## src/rtl/sqrt_arbiter.sv

```systemverilog
// Round-robin front end that shares one pipelined square-root unit among
// NUM_REQ requesters and routes each in-order result back to its requester.
module sqrt_arbiter #(
  parameter int BIT_WIDTH       = 16,
  parameter int NUM_REQ         = 4,
  parameter int MAX_OUTSTANDING = 16
) (
  input  logic                           clk_in,
  input  logic                           rst_in,
  input  logic [NUM_REQ-1:0]             req_valid_in,
  input  logic [NUM_REQ*BIT_WIDTH-1:0]   req_data_in,
  output logic [NUM_REQ-1:0]             req_ready_out,
  output logic                           sqrt_valid_out,
  output logic [BIT_WIDTH-1:0]           sqrt_data_out,
  input  logic                           sqrt_valid_in,
  input  logic [BIT_WIDTH-1:0]           sqrt_result_in,
  output logic [NUM_REQ-1:0]             res_valid_out,
  output logic [BIT_WIDTH-1:0]           res_data_out,
  output logic                           busy_out,
  output logic                           err_out
);

  localparam int IDX_W = $clog2(NUM_REQ);
  localparam int PTR_W = $clog2(MAX_OUTSTANDING);
  localparam int CNT_W = PTR_W + 1;

  logic [IDX_W-1:0]     r_last_grant;
  logic                 r_sqrt_valid;
  logic [BIT_WIDTH-1:0] r_sqrt_data;
  logic [NUM_REQ-1:0]   r_res_valid;
  logic [BIT_WIDTH-1:0] r_res_data;
  logic                 r_err;

  logic [IDX_W-1:0]     r_tag_mem [MAX_OUTSTANDING];
  logic [PTR_W-1:0]     r_wr_ptr;
  logic [PTR_W-1:0]     r_rd_ptr;
  logic [CNT_W-1:0]     r_count;

  logic [NUM_REQ-1:0]   w_grant;
  logic [IDX_W-1:0]     w_grant_idx;
  logic [IDX_W-1:0]     w_cand;
  logic                 w_found;
  logic                 w_full;
  logic                 w_empty;
  logic                 w_push;
  logic                 w_pop;
  logic [BIT_WIDTH-1:0] w_sel_data;
  logic [NUM_REQ-1:0]   w_head_onehot;

  assign w_full  = (r_count == CNT_W'(MAX_OUTSTANDING));
  assign w_empty = (r_count == '0);

  // NOTE: combinational blocks use blocking '=' with every output defaulted
  // first, so no path leaves a signal unassigned and no latch is inferred.
  always_comb begin
    w_grant     = '0;
    w_grant_idx = '0;
    w_cand      = '0;
    w_found     = 1'b0;
    // First valid requester after the previous winner, wrapping around.
    for (int k = 1; k <= NUM_REQ; k++) begin
      w_cand = IDX_W'((int'(r_last_grant) + k) % NUM_REQ);
      if (!w_found && req_valid_in[w_cand]) begin
        w_found     = 1'b1;
        w_grant_idx = w_cand;
      end
    end
    if (w_found && !w_full && !rst_in) begin
      w_grant[w_grant_idx] = 1'b1;
    end
  end

  always_comb begin
    w_sel_data = '0;
    for (int i = 0; i < NUM_REQ; i++) begin
      if (w_grant_idx == IDX_W'(i)) begin
        w_sel_data = req_data_in[i*BIT_WIDTH +: BIT_WIDTH];
      end
    end
  end

  always_comb begin
    w_head_onehot = '0;
    w_head_onehot[r_tag_mem[r_rd_ptr]] = 1'b1;
  end

  assign w_push = |w_grant;
  assign w_pop  = sqrt_valid_in && !w_empty;

  // NOTE: sequential state uses non-blocking '<=' so every register samples
  // pre-edge values regardless of statement order.
  always_ff @(posedge clk_in or posedge rst_in) begin
    if (rst_in) begin
      r_last_grant <= IDX_W'(NUM_REQ - 1);
      r_sqrt_valid <= 1'b0;
      r_sqrt_data  <= '0;
    end else begin
      r_sqrt_valid <= w_push;
      if (w_push) begin
        r_sqrt_data  <= w_sel_data;
        r_last_grant <= w_grant_idx;
      end
    end
  end

  // NOTE: tag storage has no reset; entries are only meaningful below
  // r_count, which is reset, so clearing the array would buy nothing.
  always_ff @(posedge clk_in) begin
    if (w_push) begin
      r_tag_mem[r_wr_ptr] <= w_grant_idx;
    end
  end

  always_ff @(posedge clk_in or posedge rst_in) begin
    if (rst_in) begin
      r_wr_ptr <= '0;
      r_rd_ptr <= '0;
      r_count  <= '0;
    end else begin
      if (w_push) r_wr_ptr <= r_wr_ptr + 1'b1;
      if (w_pop)  r_rd_ptr <= r_rd_ptr + 1'b1;
      case ({w_push, w_pop})
        2'b10:   r_count <= r_count + 1'b1;
        2'b01:   r_count <= r_count - 1'b1;
        default: r_count <= r_count;
      endcase
    end
  end

  // A result with no tag waiting is dropped and latched as an error.
  always_ff @(posedge clk_in or posedge rst_in) begin
    if (rst_in) begin
      r_res_valid <= '0;
      r_res_data  <= '0;
      r_err       <= 1'b0;
    end else begin
      r_res_valid <= '0;
      if (w_pop) begin
        r_res_valid <= w_head_onehot;
        r_res_data  <= sqrt_result_in;
      end
      if (sqrt_valid_in && w_empty) begin
        r_err <= 1'b1;
      end
    end
  end

  assign req_ready_out  = w_grant;
  assign sqrt_valid_out = r_sqrt_valid;
  assign sqrt_data_out  = r_sqrt_data;
  assign res_valid_out  = r_res_valid;
  assign res_data_out   = r_res_data;
  assign busy_out       = !w_empty || r_sqrt_valid;
  assign err_out        = r_err;

endmodule

```

## config.mk

```make
export PLATFORM = sky130hd
export DESIGN_NAME = sqrt_arbiter
export DESIGN_NICKNAME = d
export VERILOG_FILES = /design/src/rtl/sqrt_arbiter.sv
export SDC_FILE = /design/constraint.sdc
export NUM_CORES = 1
export LEC_CHECK = 0
export ABC_CLOCK_PERIOD_IN_PS = 6350
export CORE_UTILIZATION = 35
export DETAILED_ROUTE_END_ITERATION = 10
export GPL_ROUTABILITY_DRIVEN = 0
export PLACE_DENSITY = 0.71
export SLEW_MARGIN = 10
export SYNTH_ARGS = -nofsm -noshare
export SYNTH_HDL_FRONTEND = slang
export SYNTH_SLANG_ARGS = --single-unit
```

## constraint.sdc

```tcl
create_clock -name clk_in -period 6.35 [get_ports clk_in]
set_input_delay 1.5875 -clock clk_in [delete_from_list [all_inputs] [get_ports clk_in]]
set_output_delay 1.5875 -clock clk_in [all_outputs]
set_load 0.1 [all_outputs]
```

---- Word level (Yosys, flattened, before mapping) ----
Memory sizes are Yosys's and may differ from the RTL's.
Index checks and enable logic that the tools add are counted.
cells by class
  multiplexer cells ....................... 29
  magnitude comparators ................... 8
  equality and inequality tests ........... 6
  add/subtract/negate cells ............... 8
  reductions and logical operators ........ 20
operators with widths
  operator                                                           number
  two-way mux 16 bit                                                 4
  < comparator 2 x 3 -> 1 bit, second input constant                 6
  two-way mux 1 bit                                                  12
  one-hot mux 5 bit (2 select lines)                                 1
  logical AND 1 bit                                                  9
  adder 4 x 1 -> 4 bit, second input constant                        2
  binary-select mux 1 bit (select 2 bit)                             4
  two-way mux 2 bit                                                  4
  two-way mux 4 bit                                                  2
  == test 2 bit, second input constant                               3
  zero test 1 bit                                                    6
  adder 5 x 1 -> 5 bit, second input constant                        1
  == test 5 bit, second input constant                               1
  zero test 5 bit                                                    1
  subtractor 5 x 1 -> 5 bit, second input constant                   1
  adder 2 x 1 -> 2 bit, second input constant                        2
  adder 2 bit, second input constant                                 2
  demux 1 bit (select 2 bit)                                         2
  == test 2 x 1 -> 1 bit, second input constant                      2
  greater-or-equal comparator 2 x 1 -> 1 bit, second input constant  2
  OR reduction 4 bit                                                 1
  zero test 2 bit                                                    1
  nonzero test 2 bit                                                 1
  logical OR 1 bit                                                   1
storage, ports and cells
  input port bits ......................... 87
  bits in writable memories ............... 32
  memories kept ........................... 1
  word-level logic and storage cells ...... 81
  register bits ........................... 53
memory list
  name       depth  width  rd ports  clocked after Yosys merged registers in  wr ports  RTL line  RTL
  r_tag_mem  16     2      1         0                                        1         34        logic [IDX_W-1:0] r_tag_mem [MAX_OUTSTANDING];

---- Longest topological paths before layout ----
Gate-level depths: netlist of run 1.
  word-level depth ........................ 21
  gate-level depth with buffers ........... 12
  mapped depth without buffers ............ 11

---- Least setup slack after synthesis of run 1 ----
No wires, ideal clock.
  kind .................................... input port to output port
  start point ............................. input req_valid_in[1]
  end point ............................... output req_ready_out[0]
  slack ................................... 158 ps
  stages on the path ...................... 6
  arrival ................................. 4605 ps
  path through ............................ buf_2 > nor2_2 > a221o_1 > buf_2 > buf_2 > nor3_1
on the way
  longest elaborated chain between the ends .. 17
  elaborated cells on any way between the ends .. 30
RTL lines
  element                                                                                                          RTL line  RTL
  from (decl)                                                                                                      10        input logic [NUM_REQ-1:0] req_valid_in,
  binary-select mux 1 bit (select 2 bit)                                                                           63        if (!w_found && req_valid_in[w_cand]) begin
  two-way mux 1 bit (not written as such)                                                                          63
  two-way mux 1 bit                                                                                                63
  zero test 1 bit                                                                                                  63
  logical AND 1 bit                                                                                                63
  two-way mux 1 bit                                                                                                63
  zero test 1 bit                                                                                                  63
  logical AND 1 bit                                                                                                63
  two-way mux 1 bit                                                                                                63
  zero test 1 bit                                                                                                  63
  logical AND 1 bit                                                                                                63
  two-way mux 2 bit                                                                                                63
  < comparator 2 x 3 -> 1 bit (not written as such) or greater-or-equal comparator 2 x 1 -> 1 bit (tied branches)  69        w_grant[w_grant_idx] = 1'b1;
  logical AND 1 bit (not written as such)                                                                          69
  two-way mux 1 bit (not written as such)                                                                          69
  demux 1 bit (select 2 bit)                                                                                       69
  two-way mux 4 bit *                                                                                              68        if (w_found && !w_full && !rst_in) begin
  to (decl)                                                                                                        12        output logic [NUM_REQ-1:0] req_ready_out,
Mark *: on every way between the ends. The rest lies on a longest branch, timed or not. The select of a mux whose other input is x is not followed.

---- Final worst setup path of run 1 ----
  start point ............................. input req_valid_in[3]
  end point ............................... output req_ready_out[0]
on the way
  longest elaborated chain between the ends .. 17
  elaborated cells on any way between the ends .. 30
RTL lines
  element                                                                                                          RTL line  RTL
  binary-select mux 1 bit (select 2 bit)                                                                           63
  two-way mux 1 bit (not written as such)                                                                          63
  two-way mux 1 bit                                                                                                63
  zero test 1 bit                                                                                                  63
  logical AND 1 bit                                                                                                63
  two-way mux 1 bit                                                                                                63
  zero test 1 bit                                                                                                  63
  logical AND 1 bit                                                                                                63
  (+2 left out)                                                                                                    -
  logical AND 1 bit                                                                                                63
  two-way mux 2 bit *                                                                                              63
  named net w_grant_idx[1]                                                                                         40        logic [IDX_W-1:0] w_grant_idx;
  < comparator 2 x 3 -> 1 bit (not written as such) or greater-or-equal comparator 2 x 1 -> 1 bit (tied branches)  69
  logical AND 1 bit (not written as such)                                                                          69
  two-way mux 1 bit (not written as such)                                                                          69
  demux 1 bit (select 2 bit) *                                                                                     69
  two-way mux 4 bit *                                                                                              68
Mark *: on every way through the listed nets, which the timed path passes. The rest lies on a longest branch. The select of a mux whose other input is x is not followed.

==> results of run 1 <==
-- synth_stat cells (2+ instances only) --
library cell,n,area [µm²]
inv_1,6,22.5
nor2b_1,4,25.0
nand2_1,76,285
dfrtp_1,51,1280
nor2_2,2,12.5
buf_6,2,22.5
o311ai_1,10,87.6
nand2b_1,3,18.8
ha_1,9,113
clkbuf_1,8,30.0
a21oi_1,14,70.1
and2_1,14,87.6
nand3_1,11,55.1
a21o_1,3,22.5
o41ai_1,4,35.0
buf_2,12,60.1
nor3_1,12,60.1
xnor2_1,8,70.1
nand4_1,2,12.5
inv_2,2,7.51
o21ai_0,8,40.0
buf_4,2,15.0
edfxtp_1,32,961
mux4_2,10,225
dfstp_2,2,52.6
o31ai_1,3,22.5
and3_1,7,43.8
nor2_1,14,52.6
o22ai_1,16,100
a31oi_1,2,12.5
and2_0,2,12.5
xor2_1,3,26.3
-- cells in the final DEF (no fill, tap or decap), types with 2 or more instances in the layout --
cell,count
o311ai_1,10
buf_4,7
nor2_2,2
a31oi_1,2
a21o_1,3
and2_1,14
o22ai_1,16
edfxtp_1,32
and3_1,7
inv_2,3
clkbuf_16,9
o21ai_0,8
buf_12,2
nand4_1,2
nand2b_1,3
inv_1,5
a21oi_1,14
xor2_1,3
clkdlybuf4s50_1,125
nand3_1,11
ha_1,9
nand2_1,76
xnor2_1,8
dfrtp_1,51
o41ai_1,4
mux4_2,10
and2_0,2
o31ai_1,3
nor3_1,12
nor2b_1,4
inv_4,4
nor2_1,14
dfstp_2,2
-- sequential cells by signal, summed over array words and instances, names as in the netlist --
name            count
sqrt_valid_out      1
r_rd_ptr            4
r_last_grant        2
err_out             1
res_valid_out       4
r_tag_mem          32
res_data_out       16
r_count             5
r_wr_ptr            4
sqrt_data_out      16
-- final timing paths --
path	startpoint	endpoint	slack, ns	cells after the start
max	req_valid_in[3]	req_ready_out[0]	0.92	8
min	err_out$_DFFE_PP0P_	err_out$_DFFE_PP0P_	0.46	1
max reg2reg	r_count[0]$_DFFE_PP0P_	r_count[4]$_DFFE_PP0P_	2.23	11
min reg2reg	err_out$_DFFE_PP0P_	err_out$_DFFE_PP0P_	0.46	1
max in group asynchronous	rst_in	r_rd_ptr[3]$_DFFE_PP0P_	3.82	2
min in group asynchronous	rst_in	sqrt_data_out[9]$_DFFE_PP0P_	1.87	2
-- report_power, final --
part	switching, mW	total (mW)	internal, mW
Clock	0.211	0.518	0.307
Sequential	0.148	0.902	0.754
Combinational	1.05	1.52	0.470
-- routing by layer --
| layer | global-route usage (%) | vias to the layer above | routed length [µm] |
|---|---|---|---|
| li1 | - | 1587 | - |
| met1 | 21.9 | 1531 | 4380 |
| met2 | 29.2 | 141 | 4650 |
| met3 | 3.29 | 16 | 714 |
| met4 | 6.39 | 0 | 179 |
| met5 | 0 | - | 0 |
-- cells by family after synthesis --
| logic type | count (synthesis) | synth area share (%) |
|---|---|---|
| buf+inv | 33 | 4.00 |
| mux | 12 | 6.01 |
| fa+ha+maj | 10 | 3.23 |
| flops | 85 | 55.8 |
| simple gates | 151 | 17.0 |
| compound gates | 70 | 11.6 |
| xor+xnor | 11 | 2.35 |
-- worst register-to-register path: stages, from the launching register on --
cell      delay [ns]
dfrtp_1         0.44
nor4_1          0.42
nor2b_1         0.30
nand2b_1        0.65
inv_1           0.57
ha_1            0.45
fa_1            0.44
a21o_1          0.20
a21oi_1         0.17
xor2_1          0.16
nor2_1          0.06
xor2_1          0.15
-- layout make-up --
| class | count | area [µm²] | share of cell area (%) |
|---|---|---|---|
| sequential | 85 | 2290 | 39.5 |
| multi-input combinational | 254 | 1650 | 28.4 |
| timing repair buffer | 134 | 1340 | 23.2 |
| clock buffer | 9 | 225 | 3.89 |
| tap | 143 | 179 | 3.09 |
| clock inverter | 7 | 71.3 | 1.23 |
| inverter | 9 | 36.3 | 0.626 |
-- metrics by stage --
stage	area [µm²]	total power, mW	setup slack [ns]	cells	util, %
detailed placement	5500	2.44	0.952	625	48.1
global route	5790	3.09	0.774	641	50.7
floorplan	4100	2.05	0.158	372	-
CTS	5790	2.96	0.943	641	50.7
finish	5790	2.94	0.915	641	50.7
global placement	5500	2.40	0.996	625	48.1
==> metrics, run 1 <==
Synth Warn #=0; Pleak=2.34 nW; synth-to-layout area growth=41.2%; post_cts resized=0; Syn Inst Count=roughly 370; slowest stage delay, CP=0.59 ns; headroom to the max-slew limit=28.2%; GRT Total Usage=17.2%; DR vias=~3300; CP Launch Type=input pin; Crit. End Element=primary output; initial antenna violation count=0; sequential area share after synthesis=55.8%; Setup Viol. Count Final=0; Initial Utilization=35.9%; CTS Hold Bufs=0; router iterations before antenna repair=4; P per Cell Area=507 nW/µm²; FFs w/ async S/R, synth=62.4%; IO Pins=130; period utilization=85.6%; CTS Sinks=85; ys flop type=dfrtp_1; crit path DAT=3.85 ns; kind of critical path=input pin to primary output; core area=~11000 µm²; Worst-path clk slew=0.06 ns; final max-slew violation count=0; fin crit period=~5.4 ns; number of synthesized register bits=85; vias per cell=5.11; CTS tree=done; worst hold path class=flop to flop; CTS buffer count=9; Fin. Hold Viols=0; Worst EP required=4.76 ns; die width=between 100 and 150 µm; fill count=1028; htree depth=3; Crit Path Max Fanout=25; Post-Route WL=roughly 9900 µm; syn nets=about 470; vias in the first global route=3278; Hold Slack=0.463 ns; post-CTS setup buffer count=0; Core Rows=39; VDD IR-drop max=~0.35 mV; dpl hpwl=7340 µm; status=complete, no violations; Tightest Pin Transition=1.07 ns; full die area=12200 µm²; number of max-cap violations=0; Synth Cell Area=4100 µm²; Die Y=around 110 µm; clock root buffer master=clkbuf_16; worst path buffer plus inverter count=4; RSZ-0062 raised after global routing=false; Max Clock Freq=184 MHz; Buffers on Ports=approximately 130; synthesized area per cell=11.0 µm²; maximum number of pins on one net before global-route repair=54; library cells used by synthesis=50; Iter 0 DRT Violations=225; antenna-violating nets left=0; DRC Markers=0; clk_lat worst skew=approximately 0.33 ns; first-pass GRT wire length=15900 µm; Antenna Cells=0; share of post-route cells with drive strength above 1=9.24%; wire per inst=approximately 15 µm; Critical-path top delay cell=clkdlybuf4s50_1; setup_tns=0 ns; CP delay by family, top=buffers and inverters; Nets=590; Clock Path Buffers=2; Post-synth EDFFs=32; GRT Residual Overflow=0; skew final=0.00691 ns; worst path cell trace=clkdlybuf4s50_1 > and2_1 > o32ai_1 > or2_1 > buf_4 > inv_4 > nor3_1 > buf_12
Note: power is estimated with default switching activity, not from simulation.
==> inputs of run 2 (changes only) <==
--- a/config.mk
+++ b/config.mk
@@ -9,6 +9,7 @@
 export CORE_UTILIZATION = 35
 export DETAILED_ROUTE_END_ITERATION = 10
 export GPL_ROUTABILITY_DRIVEN = 0
+export GPL_TIMING_DRIVEN = 0
 export PLACE_DENSITY = 0.71
 export SLEW_MARGIN = 10
 export SYNTH_ARGS = -nofsm -noshare
==> metrics, run 2 (synthesized netlist as in run 1, its figures left out) <==
Die Y=110 µm (unchanged); setup_tns=0 ns (unchanged); Iter 0 DRT Violations=175 (was 225); vias in the first global route=3368 (was 3278); post_cts resized=0 (unchanged); CTS buffer count=9 (unchanged); CTS Sinks=85 (unchanged); crit-path most repeated cell=buf_2; Power, Total=2.97 mW (was 2.94 mW); r2r setup slk=3.07 ns (was 2.23 ns); worst path cell trace=clkdlybuf4s50_1 > buf_2 > nor2_1 > a221o_1 > buf_2 > buf_2 > nor2_1 > clkdlybuf4s50_1 (was clkdlybuf4s50_1 > and2_1 > o32ai_1 > or2_1 > buf_4 > inv_4 > nor3_1 > buf_12); Antenna Cells=0 (unchanged); P per Cell Area=504 nW/µm² (was 507 nW/µm²); Nets=608 (was 590); skew final=0.00774 ns (was 0.00691 ns); largest register by flop count=r_tag_mem (unchanged); Sequential Area=2290 µm² (unchanged); synth-to-layout area growth=43.5% (was 41.2%); clock root buffer master=clkbuf_16 (unchanged); clk_lat worst skew=0.34 ns (was 0.33 ns); maximum number of pins on one net before global-route repair=35 (was 54); Post-Route WL=10100 µm (was 9930 µm); Initial Utilization=35.9% (unchanged); share of post-route cells with drive strength above 1=10.3% (was 9.24%); Core Rows=39 (unchanged); area of the multi-input gates=1650 µm² (unchanged); Inst Count DP=643 (was 625); Largest register FFs=32 (unchanged); initial antenna violation count=0 (unchanged); RSZ-0062 raised after global routing=false (unchanged); DR vias=3319 (was 3275); GRT Residual Overflow=0 (unchanged); fin crit period=6.04 ns (was 5.43 ns); full die area=12200 µm² (unchanged); htree depth=3 (unchanged); fill count=1055 (was 1028); Crit. End Element=primary output (unchanged); vias per cell=5.04 (was 5.11); worst path buffer plus inverter count=5 (was 4); router iterations before antenna repair=4 (unchanged); post-CTS setup buffer count=0 (unchanged); status=complete, no violations (unchanged); VDD IR-drop max=0.295 mV (was 0.351 mV); DRC Markers=0 (unchanged); kind of critical path=input pin to primary output (unchanged); antenna-violating nets left=0 (unchanged); die width=110 µm (unchanged); headroom to the max-slew limit=33.0% (was 28.2%); crit path DAT=4.45 ns (was 3.85 ns); Hold Slack=0.464 ns (was 0.463 ns); Worst-path clk slew=0.06 ns (about the same); core area=11400 µm² (unchanged); Max Clock Freq=166 MHz (was 184 MHz); dpl hpwl=7650 µm (was 7340 µm); period utilization=95.1% (was 85.6%); slowest stage delay, CP=1.14 ns (was 0.59 ns); first-pass GRT wire length=16300 µm (was 15900 µm); Pleak=2.42 nW (was 2.34 nW); Buffers on Ports=127 (was 129); final max-slew violation count=0 (unchanged); Worst EP required=4.76 ns (about the same); Clock Path Buffers=2 (unchanged); Non-Filler Instances=659 (was 641); Setup Viol. Count Final=0 (unchanged); worst hold path class=flop to flop (unchanged); CTS Hold Bufs=0 (unchanged); IO Pins=130 (unchanged); GRT Total Usage=17.6% (was 17.2%); Fin. Hold Viols=0 (unchanged); CP delay by family, top=buffers and inverters (unchanged); Crit Path Max Fanout=10 (was 25); wire per inst=15.3 µm (was 15.5 µm); number of max-cap violations=0 (unchanged); CTS tree=done (unchanged); CP Launch Type=input pin (unchanged); most frequent cells in the layout=clkdlybuf4s50_1, nand2_1, dfrtp_1 (unchanged); most common cell after layout, fill and taps aside=clkdlybuf4s50_1 (unchanged); Tightest Pin Transition=1.00 ns (was 1.07 ns); Critical-path top delay cell=clkdlybuf4s50_1 (unchanged)
## run 2: changes by cell type in the layout (fill, tap and decap cells not counted), sizes merged
cell / previous run / this run
clkinv: 2 / 3
inv: 13 / 9
clkbuf: 9 / 21
buf: 9 / 17
bufinv: 1 / 0
dlymetal6s2s: 0 / 2
## run 2: worst paths after layout
| path | from | endpoint | depth (start not counted) |
|---|---|---|---|
| setup reg to reg | r_count[0]$_DFFE_PP0P_ | r_count[4]$_DFFE_PP0P_ | 12 |
| hold / removal | err_out$_DFFE_PP0P_ | err_out$_DFFE_PP0P_ | 1 |
| max in group asynchronous | rst_in | r_last_grant[0]$_DFFE_PP1P_ | 3 |
| setup / recovery | req_valid_in[3] | req_ready_out[2] | 8 |
| min in group asynchronous | rst_in | sqrt_data_out[4]$_DFFE_PP0P_ | 2 |
| hold reg to reg | err_out$_DFFE_PP0P_ | err_out$_DFFE_PP0P_ | 1 |
## run 2: final cells by class
class                      count  share of cell area, %
buffer                        24                   2.17
multi-input combinational    254                   28.0
sequential                    85                   38.9
tap                          143                   3.04
inverter                       9                  0.617
clock inverter                 3                  0.447
clock buffer                  13                   4.78
timing repair buffer         128                   22.0
## run 2: per-layer routing
| metal | global-route usage (%) | share of wire (%) | vias up |
|---|---|---|---|
| met2 | 30.0 | 48 | 126 |
| met5 | 0 | 0 | - |
| met1 | 22.1 | 43 | 1563 |
| met3 | 4.88 | 8.6 | 10 |
| li1 | - | - | 1620 |
| met4 | 4.23 | 1.1 | 0 |
## run 2: report_power, final
part	total [mW]	leakage, nW	internal, mW	switching (mW)
sequential	0.855	0.929	0.754	0.101
clock	0.519	0.151	0.312	0.207
combinational	1.59	1.34	0.485	1.11
## run 2: per-stage QoR
stage / setup WS (ns) / instance area [µm²] / util [%]
after floorplan: 0.158 / 4100 / -
after global placement: 0.0666 / 5550 / 48.6
after detailed placement: 0.0472 / 5570 / 48.8
after CTS: 0.0461 / 5880 / 51.5
after global routing: 0.156 / 5880 / 51.5
final: 0.312 / 5880 / 51.5
==> inputs of run 3 (changes only) <==
--- a/config.mk
+++ b/config.mk
@@ -7,10 +7,12 @@
 export LEC_CHECK = 0
 export ABC_CLOCK_PERIOD_IN_PS = 6350
 export CORE_UTILIZATION = 35
+export CTS_CLUSTER_DIAMETER = 80
 export DETAILED_ROUTE_END_ITERATION = 10
 export GPL_ROUTABILITY_DRIVEN = 0
 export GPL_TIMING_DRIVEN = 0
 export PLACE_DENSITY = 0.71
+export SKIP_CTS_REPAIR_TIMING = 1
 export SLEW_MARGIN = 10
 export SYNTH_ARGS = -nofsm -noshare
 export SYNTH_HDL_FRONTEND = slang
==> results of run 3 <==
Final layout, timing and power as in run 2 (identical DEF).
